[config.mk]
export PLATFORM = sky130hd
export DESIGN_NAME = sevenseg_scan_driver
export DESIGN_NICKNAME = d
export VERILOG_FILES = /design/src/rtl/sevenseg_scan_driver.sv
export SDC_FILE = /design/constraint.sdc
export NUM_CORES = 1
export LEC_CHECK = 0
export ABC_AREA = 1
export BUFFER_PORTS_ARGS = -buffer_cell sky130_fd_sc_hd__buf_2
export CAP_MARGIN = 20
export CORE_ASPECT_RATIO = 1.25
export CORE_UTILIZATION = 60
export DETAILED_ROUTE_END_ITERATION = 16
export GPL_TIMING_DRIVEN = 1
export PLACE_DENSITY = 0.81
export SLEW_MARGIN = 20
export SYNTH_ARGS = -nofsm -noshare
export SYNTH_HDL_FRONTEND = slang
export SYNTH_SLANG_ARGS = --single-unit
[constraint.sdc]
create_clock -name clk -period 4.3 [get_ports clk]
set_input_delay 0.645 -clock clk [delete_from_list [all_inputs] [get_ports clk]]
set_output_delay 0.645 -clock clk [all_outputs]
set_load 0.01 [all_outputs]
[src/rtl/sevenseg_scan_driver.sv]
// sevenseg_scan_driver
//   Drives a 4-digit multiplexed seven-segment display from three BCD digits.
//   A new digit set is taken through a valid/ready handshake into a pending
//   register and copied to the display registers only at a frame wrap, so one
//   frame never mixes old and new digits. Each digit slot starts with a guard
//   interval with every anode off, which prevents ghosting. Leading zeros are
//   blanked, and non-BCD digits (10..15) are shown as a dash.
// Ports
//   clk, rst_n          clock, async active-low reset
//   in_valid/in_ready   digit-set handshake
//   hundreds/tens/ones  BCD digits offered with in_valid
//   an[3:0]             digit enables, an[0] = ones (rightmost)
//   seg[6:0]            {g,f,e,d,c,b,a}
//   dp                  decimal point, held inactive
module sevenseg_scan_driver #(
  parameter int REFRESH_DIV = 50000,
  parameter int GUARD       = 16,
  parameter bit ACTIVE_LOW  = 1'b1
) (
  input  logic       clk,
  input  logic       rst_n,
  input  logic       in_valid,
  output logic       in_ready,
  input  logic [3:0] hundreds,
  input  logic [3:0] tens,
  input  logic [3:0] ones,
  output logic [3:0] an,
  output logic [6:0] seg,
  output logic       dp
);

  localparam int            CW        = (REFRESH_DIV > 1) ? $clog2(REFRESH_DIV) : 1;
  localparam logic [CW-1:0] CNT_MAX   = CW'(REFRESH_DIV - 1);
  localparam logic [CW-1:0] CNT_GUARD = CW'(GUARD);
  localparam logic [3:0]    AN_OFF    = ACTIVE_LOW ? 4'hF : 4'h0;
  localparam logic [6:0]    SEG_OFF   = ACTIVE_LOW ? 7'h7F : 7'h00;

  typedef struct packed {
    logic [3:0] h;
    logic [3:0] t;
    logic [3:0] o;
  } digits_t;

  // Active-high segment pattern; anything outside 0..9 is a dash.
  function automatic logic [6:0] decode(input logic [3:0] d);
    logic [6:0] s;
    case (d)
      4'd0:    s = 7'h3F;
      4'd1:    s = 7'h06;
      4'd2:    s = 7'h5B;
      4'd3:    s = 7'h4F;
      4'd4:    s = 7'h66;
      4'd5:    s = 7'h6D;
      4'd6:    s = 7'h7D;
      4'd7:    s = 7'h07;
      4'd8:    s = 7'h7F;
      4'd9:    s = 7'h6F;
      default: s = 7'h40;
    endcase
    return s;
  endfunction

  logic [CW-1:0] cnt;
  logic [1:0]    idx;
  digits_t       disp, pend;
  logic          pend_full;

  logic slot_end, frame_wrap;
  assign slot_end   = (cnt == CNT_MAX);
  assign frame_wrap = slot_end && (idx == 2'd3);

  // Slot counter and digit index.
  always_ff @(posedge clk or negedge rst_n) begin
    if (!rst_n) begin
      cnt <= '0;
      idx <= '0;
    end else if (slot_end) begin
      cnt <= '0;
      idx <= idx + 2'd1;
    end else begin
      cnt <= cnt + CW'(1);
    end
  end

  // Handshake. Accept needs an empty pending register and transfer needs a
  // full one, so the two never collide; an accept on the wrap cycle simply
  // waits for the following wrap.
  always_ff @(posedge clk or negedge rst_n) begin
    if (!rst_n) begin
      disp      <= '0;
      pend      <= '0;
      pend_full <= 1'b0;
    end else begin
      if (frame_wrap && pend_full) begin
        disp      <= pend;
        pend_full <= 1'b0;
      end
      if (in_valid && !pend_full) begin
        pend      <= '{h: hundreds, t: tens, o: ones};
        pend_full <= 1'b1;
      end
    end
  end

  assign in_ready = !pend_full;

  // Slot content. Blanking looks at the raw digit value, so a dash is never
  // blanked.
  logic [3:0] cur;
  logic       blank;
  logic [3:0] an_nxt;
  logic [6:0] seg_nxt;

  always_comb begin
    cur   = '0;
    blank = 1'b1;
    case (idx)
      2'd0: begin cur = disp.o; blank = 1'b0; end
      2'd1: begin cur = disp.t; blank = (disp.h == 4'd0) && (disp.t == 4'd0); end
      2'd2: begin cur = disp.h; blank = (disp.h == 4'd0); end
      default: begin cur = '0; blank = 1'b1; end
    endcase

    an_nxt  = AN_OFF;
    seg_nxt = SEG_OFF;
    if (!(cnt < CNT_GUARD) && !blank) begin
      an_nxt  = 4'(4'b0001 << idx) ^ {4{ACTIVE_LOW}};
      seg_nxt = decode(cur) ^ {7{ACTIVE_LOW}};
    end
  end

  // Registered drive: one clock behind (idx,cnt), glitch-free, and forced
  // dark asynchronously on reset.
  always_ff @(posedge clk or negedge rst_n) begin
    if (!rst_n) begin
      an  <= AN_OFF;
      seg <= SEG_OFF;
    end else begin
      an  <= an_nxt;
      seg <= seg_nxt;
    end
  end

  assign dp = ACTIVE_LOW ? 1'b1 : 1'b0;

endmodule

==> impl_metrics.toml, run 1 <==
[die]
start_util = 0.6271
dieHeight_um = 78.04
fp.coreArea_um2 = 4425
dieArea_um2 = 4903
ioPinCount = 28
die_w_um = 62.83
rows = 27

[route]
drt_wl_total_um = 4735
post-route-drc-count = 0
vias = 2047
drt_iter0_drc = 92
dr_wl_met2_um = 2425
first_pass_iters = 4
route.met3.wl_um = 177
dr.max_layer_used = "met4"
drt-met1-wl_um = 2032
ant_nets = 0
viasPerCell = 5.005
wl_per_cell_um = 11.58

[worst_hold_path]
min_path_type = "input port to asynchronous set/reset pin"

[power_and_ir_drop]
power_density_nw_per_um2 = 293.1
ir_drop_v = 0.0002321
power_uw = 888.3
p_leak_nw = 1.636

[timing]
worst_pin_slew_ns = 0.6631
setup_viol = 0
min_period_over_period = 0.4421
max_slew_margin = 0.5568
timing.hold.ws_ns = 0.4403
fmax_mhz = 526.0
setup_tns_ns = 0
hold_viol_final = 0
rsz0062_at_grt = "false"
min_period_ns = 1.901
slew_viol_final = 0
skew_ns = 0.006399

[clocking]
h-tree-depth = 2
insertion_delay_ns = 0.30
clock-sinks = 54
ctsHoldBuffers = 0
cts_tree = "yes"
cts-resized-gates = 0
clkTransAtPathRegs_ns = 0.09
clockBufferDepth = 2
cts_buffers = 5
cts_setup_buffers = 0
cts_root_buffer = "clkbuf_8"

[place]
hpwl_um = 3476
io_buffers = 26
placed_area_um2 = 2922
gp_congestion = 0.9429

[critical_path]
r2r_end = "seg[5]"
worstSetupEndpointType = "flop"
cp_data_arrival_time_ns = 2.10
crit_path_start_kind = "flop"
timing.rr.start = "idx[0]"
ff2ff_path_depth = 10
ff2ff_setup_slack_ns = 2.40
worst-path-max-fanout = 6
worstPathRequired_ns = 4.50
critPathKind = "flop to flop"

[yosys]
synth_cells = 324
yosysWarningCount = 0
yosys.area.top_type = "dfrtp_1"
yosysTopAreaCellShare = 0.3877
synth_fp_nets = 351
synth_area_um2 = 2775
ys_seq_area_frac = 0.4919
synth_cell_types = 28
synth-seq-cells = 54
synthTopCellsByArea = "dfrtp_1 (39%), dfstp_2 (10%), nand2_1 (8.9%)"
syn_area_per_cell_um2 = 8.565

[global_route]
grtUsageTotal = 0.2212
overflow = 0
antenna_found_initial = 0
grt_max_degree = 55
grt_pass1_wl_um = 8445
first_global_vias = 2015

[finish]
layout-drive-gt1-share = 0.2137
syn_to_final_growth_pct = 9.198
fin_util = 0.6848
antenna_cells = 0
fin_area_um2 = 3030
layout.nets = 377

[flow_run]
timing.max_cap.violations = 0

[outcome]
outcome = "completed"
==> worst max-delay path, cell delays in order, from the launching register on <==
cell and delay [ns]:
dfrtp_1 0.42, inv_1 0.11, ha_1 0.28, nand2_1 0.10, nand3_1 0.08, nand2_1 0.15
inv_1 0.10, ha_1 0.21, nand3b_1 0.18, nand3_1 0.10, nand3_1 0.08
==> cell type report <==
class | instances | area [µm²]
Fill cell | 382 | 1395
Sequential cell | 54 | 1365
Multi-Input combinational cell | 214 | 1164
Inverter | 48 | 182.7
Timing Repair Buffer | 27 | 137.6
Tap cell | 58 | 72.57
Clock buffer | 5 | 68.82
Clock inverter | 3 | 40.04
==> state kept, by name, summed over array words and instances (netlist names) <==
signal,flops
pend_full,1
pend,12
an,4
cnt,16
seg,7
disp,12
idx,2
==> cells in the mapped netlist (all sizes together) <==
library cell,instances
nand2,72
nor2,49
inv,46
dfrtp,43
nand3,29
o21ai,16
a21oi,14
ha,12
dfstp,11
buf,8
xor2,8
nand4,4
nor3,4
nand3b,3
clkinv,2
and2,1
conb,1
o21bai,1
==> metal layers <==
layer / vias to the layer above / track usage
met2: 61 / 0.4000
met1: 924 / 0.2507
met5: - / 0
li1: 1050 / -
met4: 0 / 0.08837
met3: 12 / 0.04942
==> worst max-delay path by stage <==
stage / start / end / slack, ns / cells past startpoint
after floorplan: idx[0] / seg[4] / 2.70 / 11
after global placement: idx[0] / seg[5] / 2.59 / 10
after detailed placement: idx[0] / seg[5] / 2.43 / 10
after CTS: idx[0] / seg[5] / 2.42 / 10
after global routing: idx[0] / seg[5] / 2.25 / 10
final: idx[0] / seg[5] / 2.40 / 10
==> per-stage QoR <==
stage          setup WS (ns)  cells
3_5_place_dp           2.428    401
5_1_grt                2.249    409
2_1_floorplan          2.699    324
3_3_place_gp           2.594    401
6_report               2.399    409
4_1_cts                2.424    409
==> cell families after synthesis <==
kind of cell / count (synthesis) / share of synthesized area
and+or+nand+nor: 162 / 0.2642
adders and majority gates: 12 / 0.05410
other: 1 / 0.001351
xor gates and xnor gates: 8 / 0.02525
DFF: 54 / 0.4919
AOI/OAI and AO/OA: 31 / 0.07439
buffers and inverters: 56 / 0.08882
==> cells in the final DEF (no fill, tap or decap), types with 3 or more instances in the layout <==
master    netlist  layout
nand2_1        66      66
inv_1          44      44
nor2_1         44      44
dfrtp_1        43      43
nand3_1        28      28
buf_2           3      26
a21oi_1        14      14
o21ai_2        13      13
ha_1           12      12
dfstp_2        11      11
xor2_1          8       8
nand2_2         5       5
clkbuf_8        0       5
nor3_1          4       4
clkinv_2        2       4
nand4_1         4       4
nor2_4          3       3
nand3b_1        3       3
==> where the power goes <==
group	total [mW]	internal, mW	switching (mW)
clock network	0.329	0.171	0.158
logic	0.0349	0.0108	0.0241
registers	0.524	0.521	0.00349
No activity file was read; power rests on OpenSTA's default activity.
==> inputs of run 2 (changes only) <==
--- a/config.mk
+++ b/config.mk
@@ -5,14 +5,14 @@
 export SDC_FILE = /design/constraint.sdc
 export NUM_CORES = 1
 export LEC_CHECK = 0
-export ABC_AREA = 1
+export ABC_AREA = 0
 export BUFFER_PORTS_ARGS = -buffer_cell sky130_fd_sc_hd__buf_2
 export CAP_MARGIN = 20
 export CORE_ASPECT_RATIO = 1.25
-export CORE_UTILIZATION = 60
+export CORE_UTILIZATION = 57
 export DETAILED_ROUTE_END_ITERATION = 16
 export GPL_TIMING_DRIVEN = 1
-export PLACE_DENSITY = 0.81
+export PLACE_DENSITY = 0.78
 export SLEW_MARGIN = 20
 export SYNTH_ARGS = -nofsm -noshare
 export SYNTH_HDL_FRONTEND = slang
==> constraint.sdc (replaced) <==
create_clock -name clk -period 1.9 [get_ports clk]
set_input_delay 0.285 -clock clk [delete_from_list [all_inputs] [get_ports clk]]
set_output_delay 0.285 -clock clk [all_outputs]
set_load 0.01 [all_outputs]
==> impl_metrics.toml, run 2 <==
[global_route]
gr-usage-met3 = 0.05772
grt_max_degree = 55
use_met1 = 0.2989
overflow = 0
first_global_vias = 1625
busiest_layer = "met2"
grtUsageTotal = 0.2300
grt_use_met2 = 0.3736
antenna_found_initial = 0
grt_pass1_wl_um = 7665

[clocking]
cts_tree = "yes"
clkTransAtPathRegs_ns = 0.10
clock-sinks = 54
h-tree-depth = 2
cts_root_buffer = "clkbuf_8"
clockBufferDepth = 2
insertion_delay_ns = 0.31
cts_buffers = 5

[route]
drt_iter0_drc = 97
drt_wl_total_um = 4887
vias = 1757
post-route-drc-count = 0
wl_per_cell_um = 15.27
first_pass_iters = 4
viasPerCell = 5.491
ant_nets = 0

[timing]
setup_viol = 7
rsz0062_at_grt = "true"
min_period_ns = 2.036
setup_tns_ns = -0.5498
timing.hold.ws_ns = 0.1945
min_period_over_period = 1.072
hold_viol_final = 0
skew_ns = 0.01121
fmax_mhz = 491.1
slew_viol_final = 0
layout_setup_ws_ns = -0.1361

[die]
start_util = 0.5999
dieHeight_um = 75.73
die_w_um = 60.98
ioPinCount = 28
dieArea_um2 = 4618
fp.coreArea_um2 = 4131
rows = 26

[yosys]
synth_cell_types = 39
synth_flop_cell = "dfrtp_1"
synthTopCellsByArea = "dfrtp_1 (43%), dfstp_2 (12%), mux2_2 (11%)"
synth-compound-area-share = 0.06461
synth-seq-cells = 54
synthSimpleGateAreaFrac = 0.1292
synth.top_cells.by_count = "dfrtp_1 (43), mux2_2 (24), nand2_1 (13)"
synthMuxAreaShare = 0.1191
synth_cells = 207
synth_area_um2 = 2479
synthMostInstantiatedCell = "dfrtp_1"
async_flop_share = 1.000
synth-edff-count = 0
yosys.area.top_type = "dfrtp_1"
syn_area_per_cell_um2 = 11.97
synthAdderAreaFrac = 0.06058
synth_fp_nets = 234
synth_top_family_by_area = "simple AND/OR/NAND/NOR gates"
yosysTopAreaCellShare = 0.4341
ys_seq_area_frac = 0.5507
yosysWarningCount = 0
yosys.area_share.xor_xnor = 0.04594

[power_and_ir_drop]
ir_drop_v = 0.0005091
power_mw = 1.939
power_density_nw_per_um2 = 621.8
p_leak_nw = 1.484

[place]
dp_cells = 299
placed_area_um2 = 2831
hpwl_um = 3280
io_buffers = 26
gp_congestion = 0.8579
pre_cts_ws_ns = -0.05202

[finish]
antenna_cells = 0
largest_registers = "cnt x16, disp x12, pend x12"
final_common_cell = "dfrtp_1"
final_cell_mix = "dfrtp_1 (43), buf_4 (27), buf_2 (26)"
fin_area_um2 = 3118
largest_register = "cnt"
fin_util = 0.7547
final_cell_count_no_fill = 320
layout-drive-gt1-share = 0.4659
largest_reg_flops = 16
syn_to_final_growth_pct = 25.80
layout.nets = 290

[critical_path]
ff2ff_path_depth = 10
critPathKind = "flop to flop"
worst-path-max-fanout = 4
crit_path_start_kind = "flop"
worstSetupEndpointType = "flop"
cp_data_arrival_time_ns = 2.28
worstPathRequired_ns = 2.14

[flow_run]
timing.max_cap.violations = 0

[outcome]
outcome = "complete, but fails checks"
failed_checks = "setup timing"

[worst_hold_path]
min_path_type = "input port to flop"
whs_path_depth = 2
-- run 2: cell types whose count changed after synthesis, sizes merged, moves of 4 or more --
cell,previous run,this run
a21oi,14,6
nor2,49,9
o21ai,16,7
nand2,72,13
xnor2,0,5
and3,0,4
a222oi,0,4
mux2,0,25
inv,46,8
nand3,29,8
-- run 2: what timing repair did --
| item | 4_1_cts | 5_1_grt |
|---|---|---|
| pin swaps | 2 | 12 |
| endpoints found under the setup margin | 6 | 7 |
| hold buffers | 1 | 0 |
| setup buffers | 4 | 9 |
| endpoints found under the hold margin | 43 | 0 |
| resized for setup | 0 | 20 |
-- run 2: power by group --
group | internal, mW | switching (mW) | total, mW | leakage (nW)
clock network | 0.272 | 0.393 | 0.665 | 0.0491
logic | 0.0398 | 0.0340 | 0.0738 | 0.763
registers | 1.18 | 0.0175 | 1.20 | 0.672
-- run 2: per-layer routing --
| layer | vias to the layer above | share of wire |
|---|---|---|
| li1 | 845 | - |
| met1 | 870 | 0.44 |
| met2 | 37 | 0.52 |
| met3 | 5 | 0.030 |
| met4 | 0 | 0.013 |
| met5 | - | 0 |
-- run 2: kinds of logic (layout without fill, tap and decap cells) --
group           count (synthesis)  after routing
fa+ha+maj                      12             12
buf+inv                        16             73
simple gates                   61             61
compound gates                 24             24
other cells                     1              1
xor+xnor                       13             13
mux                            26             26
flops                          54             54
-- run 2: path summary, 6_finish.rpt --
kind	from	endpoint	slack [ns]
max in group asynchronous	rst_n	seg[0]	1.13
worst max register to register	idx[0]	seg[6]	-0.14
worst min-delay path	in_valid	pend_full	0.19
worst min register to register	cnt[0]	cnt[0]	0.48
min in group asynchronous	rst_n	disp[4]	0.49
worst max-delay path	idx[0]	seg[6]	-0.14
-- run 2: cell type report --
| cell class | instances | area, µm² |
|---|---|---|
| clock buffer | 5 | 68.82 |
| fill | 279 | 1013 |
| tap | 56 | 70.07 |
| multi-input combinational | 137 | 1170 |
| timing repair buffer | 57 | 385.4 |
| inverter | 8 | 32.53 |
| clock inverter | 3 | 26.28 |
| sequential | 54 | 1365 |
-- run 2: critical path, stage by stage (launching register included) --
cell      delay [ns]
dfrtp_1         0.46
inv_2           0.10
ha_4            0.17
a222oi_1        0.32
buf_4           0.18
or2_4           0.17
inv_4           0.06
ha_4            0.15
mux2_4          0.26
nand2_2         0.06
nand2_2         0.05
==> inputs of run 3 (changes only) <==
==> constraint.sdc (replaced) <==
create_clock -name clk -period 1.9 [get_ports clk]
set_input_delay 0.19 -clock clk [delete_from_list [all_inputs] [get_ports clk]]
set_output_delay 0.19 -clock clk [all_outputs]
set_load 0.01 [all_outputs]
==> impl_metrics.toml, run 3 (synthesis gave the netlist of run 2 again) <==
[outcome]
outcome = "complete, but fails checks"
failed_checks = "setup timing"

[critical_path]
cp_slowest_cell = "dfrtp_1"
worstPathRequired_ns = 2.13
cp_data_arrival_time_ns = 2.25
timing.critical_path.from = "idx[0]"
crit_path_start_kind = "flop"
slowest_delay_ns = 0.44
worstSetupEndpointType = "flop"
critPathKind = "flop to flop"
worst-path-max-fanout = 3
timing.rr.start = "idx[0]"
crit_top_cell = "ha_4"
path_cells = "inv_2, ha_4, a222oi_1, or2_4, buf_6, ha_4, nor3b_2, o21ai_1"

[global_route]
grt_max_degree = 28
grtUsageTotal = 0.2255
first_global_vias = 1628
overflow = 0
grt_pass1_wl_um = 7562
antenna_found_initial = 0

[finish]
largest_registers = "cnt x16, disp x12, pend x12"
layout.nets = 286
largest_register = "cnt"
antenna_cells = 0
layout-drive-gt1-share = 0.4500
largest_reg_flops = 16
final_cell_mix = "dfrtp_1 (43), buf_2 (26), mux2_2 (24), buf_4 (24)"
syn_to_final_growth_pct = 23.73
fin_util = 0.7423
final_common_cell = "dfrtp_1"

[place]
gp_congestion = 0.8491
hpwl_um = 3253
pre_cts_ws_ns = -0.05779
io_buffers = 26

[die]
dieArea_um2 = 4618
die_w_um = 60.98
dieHeight_um = 75.73
fp.coreArea_um2 = 4131
rows = 26
ioPinCount = 28
start_util = 0.5999

[worst_hold_path]
min_from = "in_valid"
min_path_type = "input port to flop"

[route]
drt_iter0_drc = 98
route.met3.wl_um = 134
vias = 1745
drt-met1-wl_um = 2076
drt_wl_total_um = 4741
dr.max_layer_used = "met4"
first_pass_iters = 5
dr_wl_met2_um = 2441
ant_nets = 0
post-route-drc-count = 0
viasPerCell = 5.522
wl_per_cell_um = 15.00

[clocking]
clock-sinks = 54
clockBufferDepth = 2
cts_root_buffer = "clkbuf_8"
cts_tree = "yes"
h-tree-depth = 2
cts_buffers = 5
clkTransAtPathRegs_ns = 0.10
insertion_delay_ns = 0.30

[timing]
max_slew_margin = 0.6231
timing.hold.ws_ns = 0.09942
min_period_ns = 2.026
fmax_mhz = 493.6
rsz0062_at_grt = "true"
layout_setup_ws_ns = -0.1259
setup_tns_ns = -0.4514
min_period_over_period = 1.066
hold_viol_final = 0
slew_viol_final = 0
worst_pin_slew_ns = 0.5654
setup_viol = 6
skew_ns = 0.009010

[power_and_ir_drop]
ir_drop_v = 0.0006229
p_leak_nw = 1.460
power_density_nw_per_um2 = 623.5

[flow_run]
timing.max_cap.violations = 0
run 3: critical path: cells and delay by family, from the launching register on:
family / cells / cell delay, ns
AND/OR/NAND/NOR: 2 / 0.38
adder cells (fa/ha/maj): 2 / 0.36
flip-flops: 1 / 0.44
AO/OA/AOI/OAI: 2 / 0.59
buffers and inverters: 2 / 0.18
run 3: where the power goes:
part / total (mW) / switching [mW] / internal [mW]
combinational: 0.0707 / 0.0327 / 0.0379
sequential: 1.20 / 0.0171 / 1.18
clock: 0.642 / 0.378 / 0.264
run 3: path summary, 6_finish.rpt:
check | to | slack (ns) | depth (start not counted)
min in group asynchronous | pend[8] | 0.40 | 2
min | pend_full | 0.1 | 2
max in group asynchronous | cnt[6] | 0.87 | 3
max | seg[3] | -0.13 | 8
max reg2reg | seg[3] | -0.13 | 8
min reg2reg | cnt[0] | 0.49 | 1
run 3: cell type report:
cell class,count,area (µm²)
Inverter,8,32.53
Clock buffer,5,68.82
Fill cell,314,1065
Sequential cell,54,1365
Clock inverter,3,23.77
Timing Repair Buffer,53,342.8
Tap cell,56,70.07
Multi-Input combinational cell,137,1164
run 3: stage by stage:
step                      cell area, µm²  cells  total power [mW]
after global routing                3067    316             1.982
after CTS                           2972    312             1.928
after detailed placement            2819    299             1.293
after global placement              2819    299             1.289
after floorplan                     2524    207             1.247
final                               3067    316             1.912
run 3: metal layers:
| metal | track usage | up-vias |
|---|---|---|
| met4 | 0.09343 | 0 |
| met3 | 0.04584 | 10 |
| met2 | 0.3736 | 45 |
| met5 | 0 | - |
| met1 | 0.2878 | 856 |
| li1 | - | 834 |
run 3: timing repair:
item                       CTS  global route
gates resized for setup      5            13
setup endpoints to repair    5             7
setup buffers                4             5
pin swaps                    3             8
hold endpoints to repair    14             0
hold buffers                 1             0
